File: src/rtl/sched_pkg.sv
// Shared types and round-robin pick helper for the resource scheduler.
package sched_pkg;

    typedef enum logic {IDLE, OWN} state_t;

    localparam int unsigned BURST_W   = 4;
    localparam int unsigned MAX_LANES = 8;

    // One-hot first set bit of mask[n-1:0], searching upward from ptr with wrap.
    function automatic logic [MAX_LANES-1:0] rr_pick(input logic [MAX_LANES-1:0] mask,
                                                     input logic [2:0] ptr,
                                                     input int unsigned n);
        logic [MAX_LANES-1:0] res;
        logic                 found;
        int unsigned          idx;
        res   = '0;
        found = 1'b0;
        for (int unsigned i = 0; i < MAX_LANES; i++) begin
            idx = 32'(ptr) + i;
            if (idx >= n) idx = idx - n;
            if (i < n && !found && mask[3'(idx)]) begin
                res[3'(idx)] = 1'b1;
                found        = 1'b1;
            end
        end
        return res;
    endfunction

endpackage

File: src/rtl/rr_resource_scheduler_if.sv
// Lane handshake bundle between requesters and the scheduler.
// Carries preempt only when RR_SCHED_STALL_PREEMPT_EN is defined.
interface rr_resource_scheduler_if
    import sched_pkg::*;
#(
    parameter int unsigned NUM_REQ = 2,
    parameter int unsigned IDX_W   = $clog2(NUM_REQ)
);
    logic [NUM_REQ-1:0] req;
    logic [NUM_REQ-1:0] stall;
    logic [NUM_REQ-1:0] flush;
    logic [NUM_REQ-1:0] grant;
    logic [IDX_W-1:0]   grant_idx;
    logic               grant_valid;
    logic [NUM_REQ-1:0] fire;
    logic [BURST_W-1:0] burst_cnt;
`ifdef RR_SCHED_STALL_PREEMPT_EN
    logic               preempt;

    modport master (output req, stall, flush,
                    input  grant, grant_idx, grant_valid, fire, burst_cnt, preempt);
    modport slave  (input  req, stall, flush,
                    output grant, grant_idx, grant_valid, fire, burst_cnt, preempt);
`else
    modport master (output req, stall, flush,
                    input  grant, grant_idx, grant_valid, fire, burst_cnt);
    modport slave  (input  req, stall, flush,
                    output grant, grant_idx, grant_valid, fire, burst_cnt);
`endif
endinterface

File: src/rtl/rr_priority_pick.sv
// Combinational rotate-and-find-first over N lanes starting at ptr.
module rr_priority_pick
    import sched_pkg::*;
#(
    parameter int unsigned N     = 2,
    parameter int unsigned IDX_W = $clog2(N)
) (
    input  logic [N-1:0]     mask,
    input  logic [IDX_W-1:0] ptr,
    output logic [N-1:0]     onehot,
    output logic [IDX_W-1:0] idx,
    output logic             any
);
    assign onehot = N'(rr_pick(MAX_LANES'(mask), 3'(ptr), N));
    assign any    = |mask;

    always_comb begin
        idx = '0;
        for (int unsigned i = 0; i < N; i++) begin
            if (onehot[i]) idx = IDX_W'(i);
        end
    end
endmodule

File: src/rtl/rr_resource_scheduler.sv
// Registered round-robin grant of one shared datapath among NUM_REQ lanes with burst fairness.
// Optional stalled-owner preemption under RR_SCHED_STALL_PREEMPT_EN.
module rr_resource_scheduler
    import sched_pkg::*;
#(
    parameter int unsigned NUM_REQ     = 2,
    parameter int unsigned MAX_BURST   = 4,
`ifdef RR_SCHED_STALL_PREEMPT_EN
    parameter int unsigned STALL_LIMIT = 8,
`endif
    parameter int unsigned IDX_W       = $clog2(NUM_REQ)
) (
    input  logic clk,
    input  logic reset,
    rr_resource_scheduler_if.slave bus
);
    state_t             state_q, state_d;
    logic [NUM_REQ-1:0] grant_q, grant_d;
    logic [IDX_W-1:0]   idx_q, idx_d;
    logic [IDX_W-1:0]   ptr_q, ptr_d;
    logic [BURST_W-1:0] burst_q, burst_d;
    logic [NUM_REQ-1:0] others;
    logic [NUM_REQ-1:0] pick_grant;
    logic [IDX_W-1:0]   pick_ptr, pick_idx, next_idx;
    logic               pick_any, handoff;
`ifdef RR_SCHED_STALL_PREEMPT_EN
    localparam int unsigned STALL_W = $clog2(STALL_LIMIT + 1);
    logic [STALL_W-1:0] stall_q, stall_d;
    logic               preempt_q, preempt_d;
`endif

    // Candidates exclude the current owner; in IDLE grant_q is zero so this is just eff.
    assign others   = bus.req & ~bus.flush & ~grant_q;
    assign next_idx = (idx_q == IDX_W'(NUM_REQ - 1)) ? '0 : idx_q + IDX_W'(1);
    assign pick_ptr = (state_q == OWN) ? next_idx : ptr_q;

    rr_priority_pick #(.N(NUM_REQ), .IDX_W(IDX_W)) u_pick (
        .mask   (others),
        .ptr    (pick_ptr),
        .onehot (pick_grant),
        .idx    (pick_idx),
        .any    (pick_any)
    );

    always_comb begin
        state_d   = state_q;
        grant_d   = grant_q;
        idx_d     = idx_q;
        ptr_d     = ptr_q;
        burst_d   = burst_q;
        handoff   = 1'b0;
`ifdef RR_SCHED_STALL_PREEMPT_EN
        stall_d   = stall_q;
        preempt_d = 1'b0;
`endif
        unique case (state_q)
            IDLE: begin
                if (pick_any) begin
                    state_d = OWN;
                    handoff = 1'b1;
                end
            end
            OWN: begin
                if (bus.flush[idx_q] || !bus.req[idx_q]) begin
                    ptr_d   = next_idx;
                    burst_d = '0;
                    if (pick_any) begin
                        handoff = 1'b1;
                    end else begin
                        state_d = IDLE;
                        grant_d = '0;
                        idx_d   = '0;
                    end
                end else if (bus.stall[idx_q]) begin
`ifdef RR_SCHED_STALL_PREEMPT_EN
                    if (stall_q >= STALL_W'(STALL_LIMIT - 1) && pick_any) begin
                        ptr_d     = next_idx;
                        handoff   = 1'b1;
                        preempt_d = 1'b1;
                    end else if (stall_q < STALL_W'(STALL_LIMIT)) begin
                        stall_d = stall_q + STALL_W'(1);
                    end
`endif
                end else begin
                    // Owner fires: rotate on a full burst if anyone else waits, else saturate.
`ifdef RR_SCHED_STALL_PREEMPT_EN
                    stall_d = '0;
`endif
                    if (burst_q >= BURST_W'(MAX_BURST - 1) && pick_any) begin
                        ptr_d   = next_idx;
                        handoff = 1'b1;
                    end else if (burst_q < BURST_W'(MAX_BURST)) begin
                        burst_d = burst_q + BURST_W'(1);
                    end
                end
            end
            default: state_d = IDLE;
        endcase
        if (handoff) begin
            grant_d = pick_grant;
            idx_d   = pick_idx;
            burst_d = '0;
`ifdef RR_SCHED_STALL_PREEMPT_EN
            stall_d = '0;
`endif
        end
    end

    always_ff @(posedge clk or posedge reset) begin
        if (reset) begin
            state_q <= IDLE;
            grant_q <= '0;
            idx_q   <= '0;
            ptr_q   <= '0;
            burst_q <= '0;
        end else begin
            state_q <= state_d;
            grant_q <= grant_d;
            idx_q   <= idx_d;
            ptr_q   <= ptr_d;
            burst_q <= burst_d;
        end
    end

`ifdef RR_SCHED_STALL_PREEMPT_EN
    always_ff @(posedge clk or posedge reset) begin
        if (reset) begin
            stall_q   <= '0;
            preempt_q <= 1'b0;
        end else begin
            stall_q   <= stall_d;
            preempt_q <= preempt_d;
        end
    end

    assign bus.preempt = preempt_q;
`endif

    assign bus.grant       = grant_q;
    assign bus.grant_idx   = idx_q;
    assign bus.grant_valid = |grant_q;
    assign bus.burst_cnt   = burst_q;
    assign bus.fire        = grant_q & bus.req & ~bus.stall & ~bus.flush;
endmodule

File: src/flat_wrapper.sv
// flat-port wrapper written by rule: the top's interface ports become plain ports
module rr_resource_scheduler_flat import sched_pkg::*;
#(
    parameter int unsigned NUM_REQ     = 2,
    parameter int unsigned MAX_BURST   = 4,

    parameter int unsigned IDX_W       = $clog2(NUM_REQ)
)
  (clk, reset, bus_req, bus_stall, bus_flush, bus_grant, bus_grant_idx, bus_grant_valid, bus_fire, bus_burst_cnt);
  rr_resource_scheduler_if #(.NUM_REQ(NUM_REQ), .IDX_W(IDX_W)) bus_i ();
  input  logic clk;
  input  logic reset;
  input wire logic [$bits(bus_i.req)-1:0] bus_req;
  input wire logic [$bits(bus_i.stall)-1:0] bus_stall;
  input wire logic [$bits(bus_i.flush)-1:0] bus_flush;
  output wire logic [$bits(bus_i.grant)-1:0] bus_grant;
  output wire logic [$bits(bus_i.grant_idx)-1:0] bus_grant_idx;
  output wire logic [$bits(bus_i.grant_valid)-1:0] bus_grant_valid;
  output wire logic [$bits(bus_i.fire)-1:0] bus_fire;
  output wire logic [$bits(bus_i.burst_cnt)-1:0] bus_burst_cnt;
  assign bus_i.req = bus_req;
  assign bus_i.stall = bus_stall;
  assign bus_i.flush = bus_flush;
  assign bus_grant = bus_i.grant;
  assign bus_grant_idx = bus_i.grant_idx;
  assign bus_grant_valid = bus_i.grant_valid;
  assign bus_fire = bus_i.fire;
  assign bus_burst_cnt = bus_i.burst_cnt;
  rr_resource_scheduler #(.NUM_REQ(NUM_REQ), .MAX_BURST(MAX_BURST), .IDX_W(IDX_W)) u_core (.clk(clk), .reset(reset), .bus(bus_i));
endmodule
File: config.mk
export PLATFORM = sky130hd
export DESIGN_NAME = rr_resource_scheduler_flat
export DESIGN_NICKNAME = d
export VERILOG_FILES = /design/src/rtl/sched_pkg.sv /design/src/rtl/rr_resource_scheduler_if.sv /design/src/rtl/rr_priority_pick.sv /design/src/rtl/rr_resource_scheduler.sv /design/src/flat_wrapper.sv
export SDC_FILE = /design/constraint.sdc
export NUM_CORES = 1
export LEC_CHECK = 0
export ABC_AREA = 1
export CAP_MARGIN = 20
export CELL_PAD_IN_SITES_DETAIL_PLACEMENT = 0
export CELL_PAD_IN_SITES_GLOBAL_PLACEMENT = 2
export CORE_UTILIZATION = 22
export DETAILED_ROUTE_END_ITERATION = 8
export GPL_ROUTABILITY_DRIVEN = 0
export PLACE_DENSITY = 0.81
export SETUP_SLACK_MARGIN = 0.02
export SYNTH_ARGS = -nofsm -noshare
export SYNTH_HDL_FRONTEND = slang
export SYNTH_SLANG_ARGS = --single-unit
File: constraint.sdc
create_clock -name clk -period 1.17 [get_ports clk]
set_input_delay 0.1755 -clock clk [delete_from_list [all_inputs] [get_ports clk]]
set_output_delay 0.1755 -clock clk [all_outputs]
set_load 0.01 [all_outputs]
==> results.md, run 1 <==
* Status: complete, but fails checks
* Failing checks: setup timing
* Clk pwr share at 11.3%
* Critical path class: reg2reg
* Standard-cell rows at 18
* Fin crit period at 1.424 ns
* Placed cell count at roughly 140
* Sw power at between 0.0008 and 0.0009 W
* CP Cell Sequence: buf_6 -> nand2_2 -> nand2_4 -> inv_6 -> nand2_4 -> nand2_4 -> nand2_4 -> o21ai_4 -> nand2_2 -> nand2_1 -> nand2_1
* Core Footprint at roughly 0.0025 sq mm
* Worst IR Drop VDD at 0.0009971 V
* Sequential cell area at 201.4 sq um
* DR pass1 iterations at 4
* Largest net degree at the start of global routing at 9
* M3 GR Usage at 0.8475%
* Initial antenna violation count at 0
* I/O pin count at 18
* Power Internal at 0.001168 W
* GRT met1 Usage at 16.58%
* Peak Freq at 702.3 MHz
* Top cell type's share of synthesized area at about 34%
* Setup WS pre-CTS at -0.4769 ns
* Vias/cell at about 4.2
* Combinational fraction of design power at 66.0%
* Period utilization at 121.7%
* WP data required at around 1.3 ns
* Layout area overhead at 75.42%
* Fillers at 261
* Clk Latency, worst-skew pair at about 0.25 ns
* Reg clk slew, reported paths at 0.06 ns
* Post-synth cell types at 24
* First-pass GRT wire length at roughly 2.5 mm
* Final worst setup slack at -0.2539 ns
* Synth Net Count at 86
* Cell repeated most along the worst path: nand2_4
* P_leak at roughly 0.54 nW
* Slew of the pin with the lowest slew margin at roughly 0.30 ns
* Clock root buffer: clkbuf_4
* DP HPWL at 1.151 mm
* Via count at between 600 and 700
* All-Layer GR Usage at 11.64%
* Worst reg2reg endpoint: u_core.bus.burst_cnt[2]$_DFFE_PP0P_
* CTS tree: done
* I/O Buffers at 17
* RSZ-0062 raised after global routing: yes
* Clk_skew at 0.004505 ns
* Initial Utilization at 23.62%
* Finished Core Util at roughly 41%
* Net Sw Frac at 42.38%
* R2R cell count at 11
* R2R Setup Slk at -0.25 ns
* DIE AREA at ~0.0029 sq mm
* Slowest CP cell: dfrtp_2
* EDFF count, synth at 0
* Wire per inst at 10.16 um
* Routed Antenna Nets at 0
* CTS Buf Count at 3
* Placed inst area at a little under 900 sq um
* Clock sinks at 8
* DRC viols at 0
* Slew Limit Fails at 0
* Non-Filler Instances at 150
* Final number of setup-violating endpoints at 11
* Relative slew slack at between 80% and 90%
* Final instance area at just over 0.001 sq mm
* Synth area leader: dfrtp_1
* DRT Wirelength at around 1.5 mm
* Multi-input logic area at 415.4 sq um
* Gr busiest metal: met2
* Longest Clk Path Bufs at 2
* Gate Count Post-Synth at 77
* Sequential area share after synthesis at 33.90%
* Ranking of synthesized cells by area: dfrtp_1 (34%), nand2_1 (13%), nand2_4 (7.6%), nor2_1 (5.7%), inv_1 (4.4%)
* Asr flop ratio synth at 100.0%
* Vias in the first global route at 601
* Synth Register Bits at 8
* Die width at 53.81 um
* Ys flop type: dfrtp_1
* Pwr/cell area at between 1500 and 2000 mW/mm^2
* Met2 Track Usage GR at roughly 18%
* CP max stage delay at 0.46 ns
* Yosys warnings at 0
* Hold buffers post-CTS at 0
* Nets at 130
* Initial detailed-routing violation count at 10
* Number of max-cap violations at 0
* Hold WS at 0.1598 ns
* Grt total ovfl at 0
* Mapped Area at 590.6 sq um
* Peak fanout along the critical path at 5
* Seq pwr share at 22.6%
* Antenna Cells at 0
* DIE HEIGHT at around 54 um
* R2R Path Start: u_core.bus.grant_idx$_DFFE_PP0P_
* Final hold vios at 0
* Share of cells above drive strength 1 at a little under three fifths
* CP Data Arrival Time at 1.56 ns
* Startpoint Class: flop
* Min-delay worst type: in2async
* Post-synthesis area per instance at 7.670 sq um
* CP endpoint kind: flop
* H-tree depth at 1
## registers in the layout (all words and copies together), names as in the netlist
register,flops
u_core.bus.burst_cnt,4
u_core.bus.grant,1
u_core.bus.grant_idx,1
u_core.ptr_q,1
u_core.state_q,1
## kinds of logic after synthesis
logic type                 count (synthesis)  share of synthesized area, %
AOI/OAI and AO/OA                         12                         13.77
xor gates and xnor gates                   1                         1.483
adders and majority gates                  1                         2.118
buffers and inverters                     10                         7.840
DFF                                        8                         33.90
and+or+nand+nor                           45                         40.89
## cells in the final DEF, fill, tap and decap left out, types with 2 or more instances in the layout
master,netlist,routed
buf_4,1,20
nand2_1,20,15
buf_2,0,9
nor2_1,9,8
dfrtp_1,8,7
nand2_2,3,6
nand2_4,4,6
inv_1,7,4
clkdlybuf4s50_1,0,4
buf_6,0,4
inv_2,1,3
nand3_4,1,3
nand3_1,4,3
clkbuf_4,0,3
o21ai_4,1,2
a21oi_2,1,2
a21oi_1,3,2
o21ai_0,3,2
dlymetal6s2s_1,0,2
## worst max-delay path: cells and delay by family, from the launching register on
kind | cells | cell delay, ns
buffers and inverters | 2 | 0.22
AOI/OAI and AO/OA | 1 | 0.08
and+or+nand+nor | 8 | 0.56
DFF | 1 | 0.46
## layout make-up
class | instances | share of cell area, %
multi-input cells | 59 | 40.10
inverters | 9 | 3.986
clock buffers | 4 | 2.536
flip-flops and latches | 8 | 19.44
well taps | 30 | 3.623
repair buffers | 40 | 30.31
## through the flow
stage | setup TNS, ns | total power (W)
floorplan | -0.8287 | 0.001059
global placement | -3.874 | 0.001502
detailed placement | -4.021 | 0.001503
CTS | -1.657 | 0.001883
global route | -2.825 | 0.002186
finish | -1.909 | 0.002027
## power groups by stage
stage | combinational, W | clock, W | sequential, W
3_3_place_gp | 0.00105 | 0 | 0.000452
3_5_place_dp | 0.00105 | 0 | 0.000455
2_1_floorplan | 0.000580 | 0 | 0.000480
4_1_cts | 0.00119 | 0.000244 | 0.000450
6_report | 0.00134 | 0.000230 | 0.000458
5_1_grt | 0.00146 | 0.000258 | 0.000468
## per-layer routing
layer / wire [um] / part of all wire [%]
met2: 759 / 50
met5: 0 / 0
met1: 747 / 49
met3: 17 / 1.1
met4: 0 / 0
## cells in the mapped netlist, types with 2 or more instances
library cell	instances
nor2_1	9
o21ai_0	3
nand2_1	20
nand2_2	3
nand2_4	4
nand3_1	4
inv_1	7
nand3_2	2
a21oi_1	3
dfrtp_1	8
## worst max path at each step
stage / start / endpoint / slack, ns / depth (start not counted)
after detailed placement: bus_req[0] / u_core.bus.burst_cnt[2]$_DFFE_PP0P_ / -0.48 / 12
after CTS: u_core.bus.grant_idx$_DFFE_PP0P_ / u_core.bus.burst_cnt[1]$_DFFE_PP0P_ / -0.25 / 10
after global routing: u_core.bus.grant_idx$_DFFE_PP0P_ / u_core.bus.burst_cnt[2]$_DFFE_PP0P_ / -0.37 / 10
after global placement: bus_req[1] / u_core.bus.burst_cnt[2]$_DFFE_PP0P_ / -0.46 / 12
final: u_core.bus.grant_idx$_DFFE_PP0P_ / u_core.bus.burst_cnt[2]$_DFFE_PP0P_ / -0.25 / 11
after floorplan: u_core.bus.burst_cnt[0]$_DFFE_PP0P_ / u_core.bus.burst_cnt[2]$_DFFE_PP0P_ / -0.16 / 10
## repair_timing
item                                    in CTS  in global routing
pin swaps                                    6                  9
buffers inserted                             6                  5
resized for setup                           56                 12
endpoints found under the setup margin      17                 13
Note: power is estimated with default switching activity, not from simulation.
==> run 2: changes to the inputs <==
--- a/config.mk
+++ b/config.mk
@@ -8,5 +8,5 @@
 export ABC_AREA = 1
 export CAP_MARGIN = 20
-export CELL_PAD_IN_SITES_DETAIL_PLACEMENT = 0
+export CELL_PAD_IN_SITES_DETAIL_PLACEMENT = 1
 export CELL_PAD_IN_SITES_GLOBAL_PLACEMENT = 2
 export CORE_UTILIZATION = 22
==> constraint.sdc (replaced) <==
create_clock -name clk -period 1.17 [get_ports clk]
set_input_delay 0.1755 -clock clk [delete_from_list [all_inputs] [get_ports clk]]
set_output_delay 0.1755 -clock clk [all_outputs]
set_load 0.05 [all_outputs]
==> run 2 against run 1 <==
The run still ends with setup timing left. Non-clock buffer count rose by 7. Clock power decreased by 4%. Utilization up 10 points. Sequential power rose by 7.9%. Setup slack got worse by 0.040 ns. First-iteration DRC count decreased by 70%. Clock skew fell by 0.0016 ns. Critical endpoint unchanged. Fmax shrank 2.7%. Register-to-register slack worse by 0.04 ns. Sequential share of layout area is 3.5 points lower.
==> results.md, run 2 (synthesized netlist as in run 1, its figures left out) <==
* Non-Filler Instances at 157 (+4.7%)
* Number of max-cap violations at 0 (unchanged)
* Initial antenna violation count at 0 (unchanged)
* DP HPWL at 1.451 mm (+26%)
* Final instance area at 0.001291 sq mm (+25%)
* Placed cell count at 142 (+5.2%)
* Final number of setup-violating endpoints at 14 (+3)
* Hold WS at 0.1771 ns (+0.01727 ns)
* Fin crit period at 1.464 ns (+0.04014 ns)
* Net Sw Frac at 45.46% (+3.1 points)
* Placed inst area at 0.001074 sq mm (+22%)
* Startpoint Class: flop
* CP Cell Sequence: inv_4 -> nand2_2 -> nand2_4 -> nor2_1 -> a21oi_2 -> nand2_2 -> nand2_1 -> nand2_1
* Seq pwr share at 17.3% (-5.3 points)
* Routed Antenna Nets at 0 (unchanged)
* Final worst setup slack at -0.2940 ns (-0.04014 ns)
* CTS tree: done
* I/O Buffers at 17 (unchanged)
* Fillers at 275 (+5.4%)
* Sw power at 0.001298 W (+51%)
* H-tree depth at 1 (unchanged)
* Critical path class: reg2reg
* All-Layer GR Usage at 14.52% (+2.9 points)
* WP buf/inv at 1 (-1)
* Core Footprint at 0.002500 sq mm (unchanged)
* Reg clk slew, reported paths at 0.06 ns (about the same)
* Power Internal at 0.001558 W (+33%)
* Setup WS pre-CTS at -0.5130 ns (-0.03606 ns)
* Worst IR Drop VDD at 0.001325 V (+33%)
* Final hold vios at 0 (unchanged)
* Die width at 53.81 um (unchanged)
* Min-delay worst type: in2async
* Pwr/cell area at 2212 mW/mm^2 (+13%)
* Clk pwr share at 7.7% (-3.6 points)
* Clock root buffer: clkbuf_4
* Via count at 687 (+9.7%)
* Top Family by Delay on Critical Path: simple AND/OR/NAND/NOR gates
* Failing checks: setup timing
* Vias in the first global route at 699 (+16%)
* Period utilization at 125.1% (+3.4 points)
* Share of cells above drive strength 1 at 64.57% (+8.7 points)
* Combinational fraction of design power at 75.0% (+9.0 points)
* Antenna Cells at 0 (unchanged)
* DIE AREA at 0.002896 sq mm (unchanged)
* Most common cell after layout, fill and taps aside: buf_4
* CP Data Arrival Time at 1.60 ns (+0.04 ns)
* Largest net degree at the start of global routing at 9 (unchanged)
* CP max stage delay at 0.47 ns (about the same)
* Multi-input logic area at 437.9 sq um (+5.4%)
* Clk Latency, worst-skew pair at 0.25 ns (about the same)
* Relative slew slack at 76.58% (-3.5 points)
* Standard-cell rows at 18 (unchanged)
* DRC viols at 0 (unchanged)
* Status: complete, but fails checks
* Vias/cell at 4.376 (+4.9%)
* Wire per inst at 13.66 um (+34%)
* WP data required at 1.31 ns (about the same)
* Slew Limit Fails at 0 (unchanged)
* Commonest non-fill, non-tap cells in the layout: buf_4 (20), nand2_1 (15), buf_12 (11)
* Setup TNS at -2.928 ns (-1.019 ns)
* Clk_skew at 0.002901 ns (-0.001605 ns)
* DR pass1 iterations at 3 (-1)
* CTS Buf Count at 3 (unchanged)
* Layout area overhead at 118.6%
* Clock sinks at 8 (unchanged)
* CP endpoint kind: flop
* DIE HEIGHT at 53.81 um (unchanged)
* Peak fanout along the critical path at 6 (+1)
* Initial Utilization at 23.62% (unchanged)
* Grt total ovfl at 0 (unchanged)
* I/O pin count at 18 (unchanged)
* Sequential cell area at 206.4 sq um (+2.5%)
* First-pass GRT wire length at 2.987 mm (+20%)
* Initial detailed-routing violation count at 3 (-7)
* Nets at 137 (+5.4%)
* Slew of the pin with the lowest slew margin at 0.3513 ns (+0.05227 ns)
* RSZ-0062 raised after global routing: yes
* Slowest CP cell: dfrtp_2
* P_leak at 0.6012 nW (+11%)
* Max reg flops at 4 (unchanged)
* Longest Clk Path Bufs at 2 (unchanged)
* Peak Freq at 683.1 MHz (-2.7%)
* DRT Wirelength at 2.145 mm (+41%)
-- run 2: metrics by stage --
step	total power, W	utilization (%)
CTS	0.002585	47.30
detailed placement	0.002157	42.94
finish	0.002856	51.65
global placement	0.002124	42.94
floorplan	0.001372	-
global route	0.003017	51.65
-- run 2: worst register-to-register path: cells and delay by family (launching register included) --
kind            cells  cell delay [ns]
flops               1             0.47
simple gates        6             0.52
buf+inv             1             0.11
compound gates      1             0.26
-- run 2: layer usage --
layer | vias up | share of wire, % | track usage [%]
li1 | 348 | - | -
met5 | - | 0 | 0
met3 | 2 | 1.3 | 1.695
met1 | 331 | 44 | 17.44
met2 | 6 | 54 | 26.13
met4 | 0 | 0.42 | 5.263
-- run 2: power by group through the flow --
stage               Sequential (W)  Combinational (W)  Clock, W
floorplan                 0.000636           0.000736         0
global placement          0.000475            0.00165         0
detailed placement        0.000477            0.00168         0
CTS                       0.000481            0.00187  0.000237
global route              0.000506            0.00226  0.000250
finish                    0.000494            0.00214  0.000220
-- run 2: final timing paths --
check | cells after the start | endpoint | from | slack (ns)
min | 2 | u_core.state_q$_DFF_PP0_ | reset | 0.18
max in group asynchronous | 2 | u_core.bus.grant_idx$_DFFE_PP0P_ | reset | 0.74
min reg2reg | 2 | u_core.ptr_q$_DFFE_PP0P_ | u_core.ptr_q$_DFFE_PP0P_ | 0.53
max reg2reg | 8 | u_core.bus.burst_cnt[2]$_DFFE_PP0P_ | u_core.bus.grant_idx$_DFFE_PP0P_ | -0.29
max | 8 | u_core.bus.burst_cnt[2]$_DFFE_PP0P_ | u_core.bus.grant_idx$_DFFE_PP0P_ | -0.29
min in group clk | 5 | u_core.bus.grant[0]$_DFFE_PP0P_ | bus_flush[0] | 0.41
-- run 2: final cells by class --
cell class	count	share of cell area [%]
clock buffer	4	2.035
timing repair buffer	47	41.96
inverter	9	3.198
multi-input combinational	59	33.91
tap	30	2.907
sequential	8	15.99
-- run 2: what timing repair did --
action / in CTS / in global routing
endpoints found under the setup margin: 13 / 16
gates cloned: 0 / 0
hold buffers: 0 / 0
pin swaps: 7 / 10
gates resized for setup: 18 / 13
setup buffers: 5 / 7
